**src/rtl/mem_bus_arbiter.sv**
```systemverilog
// -----------------------------------------------------------------------------
// mem_bus_arbiter
//
// Shares one single-port memory bus between the instruction-fetch port (if_*)
// and the load/store data port (d_*). Each access goes IDLE -> BUSY -> RESP:
//   IDLE : pick a winner, latch its attributes into the m_* registers.
//   BUSY : hold m_req until m_ack, or give up after TIMEOUT cycles (err=1).
//   RESP : one-cycle ack to the owner with the registered rdata/err.
// Data normally wins a tie. After STARVE_MAX consecutive data grants while
// fetch was waiting, fetch wins the next tie.
//
// Ports
//   clk, rst                 rising-edge clock, synchronous active-high reset
//   if_req/if_addr           fetch request, held until if_ack
//   if_ack/if_rdata/if_err   fetch completion pulse, read data, timeout flag
//   d_req/d_we/d_addr/
//   d_wdata/d_be             data request (store when d_we=1), held until d_ack
//   d_ack/d_rdata/d_err      data completion pulse, read data, timeout flag
//   m_req/m_we/m_addr/
//   m_wdata/m_be             memory request and its registered attributes
//   m_ack/m_rdata            memory completion and read data (same cycle)
//   if_stall/d_stall         request pending and not yet acknowledged
// -----------------------------------------------------------------------------
module mem_bus_arbiter #(
   parameter int ADDR_W     = 32,
   parameter int DATA_W     = 32,
   parameter int STARVE_MAX = 4,
   parameter int TIMEOUT    = 16
) (
   input  logic                  clk,
   input  logic                  rst,

   input  logic                  if_req,
   input  logic [ADDR_W-1:0]     if_addr,
   output logic                  if_ack,
   output logic [DATA_W-1:0]     if_rdata,
   output logic                  if_err,

   input  logic                  d_req,
   input  logic                  d_we,
   input  logic [ADDR_W-1:0]     d_addr,
   input  logic [DATA_W-1:0]     d_wdata,
   input  logic [DATA_W/8-1:0]   d_be,
   output logic                  d_ack,
   output logic [DATA_W-1:0]     d_rdata,
   output logic                  d_err,

   output logic                  m_req,
   output logic                  m_we,
   output logic [ADDR_W-1:0]     m_addr,
   output logic [DATA_W-1:0]     m_wdata,
   output logic [DATA_W/8-1:0]   m_be,
   input  logic                  m_ack,
   input  logic [DATA_W-1:0]     m_rdata,

   output logic                  if_stall,
   output logic                  d_stall
);

   localparam int BE_W = DATA_W / 8;
   localparam int SC_W = $clog2(STARVE_MAX + 1);
   localparam int TC_W = $clog2(TIMEOUT + 1);

   typedef enum logic [1:0] {
      ST_IDLE = 2'd0,
      ST_BUSY = 2'd1,
      ST_RESP = 2'd2
   } state_e;

   typedef enum logic {
      OWN_IF = 1'b0,
      OWN_D  = 1'b1
   } owner_e;

   state_e              state_q,     state_d;
   owner_e              owner_q,     owner_d;
   logic                m_we_q,      m_we_d;
   logic [ADDR_W-1:0]   m_addr_q,    m_addr_d;
   logic [DATA_W-1:0]   m_wdata_q,   m_wdata_d;
   logic [BE_W-1:0]     m_be_q,      m_be_d;
   logic [DATA_W-1:0]   rsp_rdata_q, rsp_rdata_d;
   logic                rsp_err_q,   rsp_err_d;
   logic [SC_W-1:0]     starve_q,    starve_d;
   logic [TC_W-1:0]     tmo_q,       tmo_d;

   logic                fetch_wins;
   logic                starved;

   assign starved = (starve_q == SC_W'(STARVE_MAX));

   // ---------------------------------------------------------------------------
   // Next-state and output logic
   // ---------------------------------------------------------------------------
   always_comb begin
      // NOTE: every signal gets a default before the case so no path leaves
      // one unassigned, which is what keeps this block free of latches.
      state_d     = state_q;
      owner_d     = owner_q;
      m_we_d      = m_we_q;
      m_addr_d    = m_addr_q;
      m_wdata_d   = m_wdata_q;
      m_be_d      = m_be_q;
      rsp_rdata_d = rsp_rdata_q;
      rsp_err_d   = rsp_err_q;
      starve_d    = starve_q;
      tmo_d       = tmo_q;
      fetch_wins  = 1'b0;

      m_req       = 1'b0;
      if_ack      = 1'b0;
      d_ack       = 1'b0;
      if_rdata    = '0;
      d_rdata     = '0;
      if_err      = 1'b0;
      d_err       = 1'b0;

      case (state_q)
         ST_IDLE: begin
            if (if_req || d_req) begin
               // Fetch takes the bus when it is alone, or when it has already
               // watched STARVE_MAX data grants go by.
               fetch_wins = if_req && (!d_req || starved);
               tmo_d      = '0;
               state_d    = ST_BUSY;
               if (fetch_wins) begin
                  owner_d   = OWN_IF;
                  m_we_d    = 1'b0;
                  m_addr_d  = if_addr;
                  m_wdata_d = '0;
                  m_be_d    = '1;
                  starve_d  = '0;
               end else begin
                  owner_d   = OWN_D;
                  m_we_d    = d_we;
                  m_addr_d  = d_addr;
                  m_wdata_d = d_wdata;
                  m_be_d    = d_be;
                  // Only a data grant that made fetch wait counts toward
                  // starvation; an uncontested one resets the run.
                  if (!if_req) begin
                     starve_d = '0;
                  end else if (!starved) begin
                     starve_d = starve_q + SC_W'(1);
                  end
               end
            end
         end

         ST_BUSY: begin
            m_req = 1'b1;
            if (m_ack) begin
               // A store has no read data; return zero rather than whatever
               // the memory drives on its read bus.
               rsp_rdata_d = m_we_q ? '0 : m_rdata;
               rsp_err_d   = 1'b0;
               state_d     = ST_RESP;
            end else if (tmo_q == TC_W'(TIMEOUT - 1)) begin
               rsp_rdata_d = '0;
               rsp_err_d   = 1'b1;
               state_d     = ST_RESP;
            end else begin
               tmo_d = tmo_q + TC_W'(1);
            end
         end

         ST_RESP: begin
            // Requests are not looked at here: the owner still holds its req
            // during the ack cycle and must not be granted a second time.
            if (owner_q == OWN_IF) begin
               if_ack   = 1'b1;
               if_rdata = rsp_rdata_q;
               if_err   = rsp_err_q;
            end else begin
               d_ack    = 1'b1;
               d_rdata  = rsp_rdata_q;
               d_err    = rsp_err_q;
            end
            state_d = ST_IDLE;
         end

         default: begin
            state_d = ST_IDLE;
         end
      endcase
   end

   assign m_we     = m_we_q;
   assign m_addr   = m_addr_q;
   assign m_wdata  = m_wdata_q;
   assign m_be     = m_be_q;

   assign if_stall = if_req & ~if_ack;
   assign d_stall  = d_req  & ~d_ack;

   // ---------------------------------------------------------------------------
   // State registers
   // ---------------------------------------------------------------------------
   // NOTE: non-blocking assignments here so every flop samples the values
   // computed before the edge, independent of statement order.
   always_ff @(posedge clk) begin
      if (rst) begin
         state_q     <= ST_IDLE;
         owner_q     <= OWN_IF;
         m_we_q      <= 1'b0;
         m_addr_q    <= '0;
         m_wdata_q   <= '0;
         m_be_q      <= '0;
         rsp_rdata_q <= '0;
         rsp_err_q   <= 1'b0;
         starve_q    <= '0;
         tmo_q       <= '0;
      end else begin
         state_q     <= state_d;
         owner_q     <= owner_d;
         m_we_q      <= m_we_d;
         m_addr_q    <= m_addr_d;
         m_wdata_q   <= m_wdata_d;
         m_be_q      <= m_be_d;
         rsp_rdata_q <= rsp_rdata_d;
         rsp_err_q   <= rsp_err_d;
         starve_q    <= starve_d;
         tmo_q       <= tmo_d;
      end
   end

endmodule
```
**config.mk**
```make
export PLATFORM = sky130hd
export DESIGN_NAME = mem_bus_arbiter
export DESIGN_NICKNAME = d
export VERILOG_FILES = /design/src/rtl/mem_bus_arbiter.sv
export SDC_FILE = /design/constraint.sdc
export NUM_CORES = 1
export LEC_CHECK = 0
export BUFFER_PORTS_ARGS = -buffer_cell sky130_fd_sc_hd__buf_2
export CAP_MARGIN = 40
export CORE_UTILIZATION = 30
export DETAILED_ROUTE_END_ITERATION = 16
export REMOVE_ABC_BUFFERS = 1
export SYNTH_ARGS = -nofsm -noshare
export SYNTH_HDL_FRONTEND = slang
export SYNTH_SLANG_ARGS = --single-unit
```
**constraint.sdc**
```tcl
create_clock -name clk -period 4.2 [get_ports clk]
set_clock_uncertainty 0.2 [all_clocks]
set_input_delay 1.26 -clock clk [delete_from_list [all_inputs] [get_ports clk]]
set_output_delay 1.26 -clock clk [all_outputs]
set_load 0.005 [all_outputs]
```
-- After elaboration in Yosys (flattened, before gate mapping)
Cells that the tools add are included.
- multipliers: 0
- eq/ne operators: 9
- muxes and demuxes: 34
- reductions and logical operators: 12
- divide/modulo/power cells: 0
- bitwise gates (word level): 4
- add/subtract/negate cells: 2
- shifts and indexed selects: 0
- magnitude comparators: 0
- operator list (operator ; number):
    $mux 32 ; 9
    $mux 5 ; 3
    $mux 1 ; 13
    $pmux 5 s2 ; 1
    $mux 3 ; 3
    $mux 2 ; 3
    $ne 2x2->1 const B ; 3
    $reduce_and 2->1 ; 3
    $add 5x1->5 const B ; 1
    $eq 5x4->1 const B ; 1
    $mux 4 ; 1
    $pmux 2 s2 ; 1
    $reduce_and 4->1 ; 1
    $reduce_bool 2->1 ; 2
    $add 3x1->3 const B ; 1
    $eq 3x3->1 const B ; 1
    $ne 3x2->1 const B ; 1
    $ne 3x3->1 const B ; 1
    $reduce_and 3->1 ; 1
    $and 1x1->1 ; 2
    $eq 2x1->1 const B ; 1
    $eq 2x2->1 const B ; 1
    $logic_not 2->1 ; 1
    $logic_or 1x1->1 ; 2
    other kinds (3) ; 4
- flip-flop bits (word level): 113
- word-level logic and storage cells: 71
- latch bits: 0
- memories kept: 0
- output and inout port bits: 140
- bits in read-only memories: 0
- memory bits (writable): 0

-- Depth between registers and ports, before layout
- word-level depth: 5
- depth in mapped cells: 8

-- Worst setup path before layout
OpenSTA, ideal clock, no wires.
- path type: input -> output
- start: in d_req
- end: out d_stall
- stages on the path: 1
- data required time: 2.740 ns
- arrival time: 1.391 ns
- slack: 1.349 ns
- path through: nor2b_1
- cells in the longest elaborated chain, start to end: 1
- ends and longest elaborated chain (item ; line ; RTL):
    from (decl) ; 39 ; input logic d_req,
    $and 1x1->1 ; 193 ; assign d_stall = d_req & ~d_ack;
    to (decl) ; 57 ; output logic d_stall
Every way passes these cells.

-- Final worst setup path
- start: reg state_q[1]
- end: out d_rdata[30]
- cells in the longest elaborated chain, start to end: 2
- ends and longest elaborated chain (item ; line ; RTL):
    from (decl) ; 75 ; state_e state_q, state_d;
    from (signal assigned) ; 213 ; state_q <= state_d;
    $eq 2x2->1 ; 117 ; case (state_q)
    $mux 32 ; 117 ;
    to (decl) ; 45 ; output logic [DATA_W-1:0] d_rdata,
Every way passes these cells.

==> run metrics <==
status=completed; Fin Setup TNS=0 ps; root buffer cell=clkbuf_16; gpl congestion=0.731; GRT Overall Usage=17.0%; Die Area=0.0172 mm^2; slowest stage delay, CP=830 ps; achievable frequency=276 MHz; Cell Area, Synth=0.00499 mm^2; final wirelength=15000 um; pwr/cell area=425 mW/mm^2; maximum VDD drop=0.241 mV; Yosys cell types=39; post-layout min period=3620 ps; CTS tree=yes; Worst path slowest cell=and3b_1; drt drc=0; core area=0.0161 mm^2; CP Class=reg -> out; vias in the first global route=4603; initial DRC count=208; # fillers=1663; area taken by multi-input logic gates=0.00246 mm^2; register area=0.00226 mm^2; peak fanout along the critical path=35; Worst setup SP type=flip-flop; H-tree Lvls=4; CTS Sinks=113; final net count=993; layout cell share with drive strength beyond 1=37.8%; CTS clk-pin slew, worst paths=50 ps; Power, Total=3.01 mW; Arr. time, crit path=2160 ps; Avg WL per Cell=13.9 um; Mean Syn Cell Area=8.25 um^2; number of enable flip-flop cells after synthesis=0; CTS Hold Buffers Added=0; Max-cap violations=0; worst skew pair latency=400 ps; leading area contributor after synthesis=dfxtp_1; GR Overflow Total=0; largest net degree at the start of global routing=71; required time of the worst setup path=2740 ps; critical path cell sequence=and3b_1 -> and2_1 -> buf_2; CP endpoint kind=output port; Hold WC Path Type=reg -> reg; dpl hpwl=10100 um; final period utilization=86.2%; cell family with most CP delay=simple AND/OR/NAND/NOR gates; cell count after synthesis=605; Resized cells post-CTS=0; site row count=46; Setup Buffers After CTS=0; Buffers on Ports=277; most frequent cell after synthesis=dfxtp_1; top post-synthesis cells by count=dfxtp_1 (113), nor2_1 (106), and2_1 (68); CTS Buf Count=17; number of I/O pins=278; Synth async-reset ratio=0%; synth top area cells=dfxtp_1 (45%), and2_1 (8.5%), nor2_1 (8.0%); First-pass DRT Iterations=4; dpl cells=1048; total number of yosys warnings=0; Slew Limit Headroom=39.9%; Die H=131 um; instance area at placement=0.00652 mm^2; first-pass GRT wire length=22500 um; clock buffer depth=2; Finish-stage setup viols=0; via count=5158; register area share after synthesis=45.3%; finished layout cell area=0.00709 mm^2; Primary FF master, synth=dfxtp_1; Post-DRT Antenna Nets=0; Ant. Diodes=0; share of Yosys cell area claimed by the top area cell type=45.3%; final hold vios=0; CP Buf/Inv Count=1; Slew @ Worst Pin=901 ps; Die X=131 um; Layout area overhead=41.9%; Slew Limit Fails=0; Final Non-Filler Cells=1079; Synth Register Bits=113; starting density of the core=31.1%; RSZ-0062 raised after global routing=no; leakage=3.52 nW; Via density=4.78; initial antenna violation count=0
-- cell usage in the layout (no fill, tap or decap), types with 2 or more instances in the layout --
| cell | count |
|---|---|
| nor3_1 | 13 |
| clkinv_2 | 6 |
| nand3_1 | 34 |
| o21ai_2 | 2 |
| nand2_1 | 37 |
| clkinvlp_4 | 2 |
| buf_12 | 4 |
| inv_1 | 4 |
| a211oi_1 | 34 |
| a21oi_1 | 38 |
| dfxtp_1 | 113 |
| ha_1 | 4 |
| bufinv_16 | 2 |
| a22oi_1 | 33 |
| a2bb2oi_1 | 33 |
| clkbuf_16 | 17 |
| nor2b_1 | 2 |
| o21ai_0 | 5 |
| and3b_1 | 2 |
| nor2_1 | 106 |
| clkbuf_8 | 2 |
| buf_4 | 6 |
| and2_1 | 67 |
| buf_2 | 276 |
-- worst paths after layout --
check / start / end / slack, ps / cells past startpoint
min reg2reg: m_wdata[12]$_SDFFE_PP0P_ / m_wdata[12]$_SDFFE_PP0P_ / 280 / 2
max reg2reg: state_q[1]$_SDFFE_PP0P_ / m_addr[22]$_SDFFE_PP0P_ / 1590 / 5
max: state_q[1]$_SDFFE_PP0P_ / d_rdata[30] / 580 / 3
min: m_wdata[12]$_SDFFE_PP0P_ / m_wdata[12]$_SDFFE_PP0P_ / 280 / 2
-- registers in the layout, summed over array words and instances, names as in the netlist --
| register | flops |
|---|---|
| m_wdata | 32 |
| m_be | 4 |
| m_we | 1 |
| rsp_err_q | 1 |
| starve_q | 3 |
| owner_q | 1 |
| rsp_rdata_q | 32 |
| state_q | 2 |
| tmo_q | 5 |
| m_addr | 32 |
-- per-layer routing --
metal  up-vias  global-route usage (%)  part of all wire, %
met5         -                       0                    0
met3        21                    6.15                  8.1
met2       200                    28.6                   47
met4         0                    6.90                  1.8
met1      2344                    19.6                   44
li1       2593                       -                    -
-- where the power goes --
part           leakage, nW  switching (mW)  internal [mW]
combinational         2.31           0.238          0.204
clock                0.281           0.484          0.893
sequential           0.927          0.0437           1.15
-- worst register-to-register path: stages, from the launching register on --
cell and delay (ps):
dfxtp_1 440, nor2_4 710, and2_1 620, buf_12 270
nor2_1 80, a211oi_1 210
-- layout make-up --
type | count | area share [%]
inverters | 4 | 0.212
multi-input cells | 429 | 34.8
repair buffers | 286 | 21.3
well taps | 216 | 3.81
clock inverters | 11 | 1.61
flip-flops and latches | 113 | 31.9
clock buffers | 20 | 6.44
-- kinds of logic (layout without fill, tap and decap cells) --
logic type	count (synthesis)	count (layout)	share of synthesized area (%)
flops	113	113	45.3
buf+inv	63	321	5.46
fa+ha+maj	4	4	1.00
xor+xnor	2	2	0.351
compound gates	151	151	21.5
simple gates	272	272	26.4
-- per-stage QoR --
stage | utilization [%] | setup slack, ps | hold slack, ps
2_1_floorplan | - | 789 | 248
3_3_place_gp | 40.6 | 1070 | 265
3_5_place_dp | 40.6 | 989 | 275
4_1_cts | 44.1 | 535 | 287
5_1_grt | 44.1 | 337 | 303
6_report | 44.1 | 578 | 281
No activity file was read; power rests on OpenSTA's default activity.
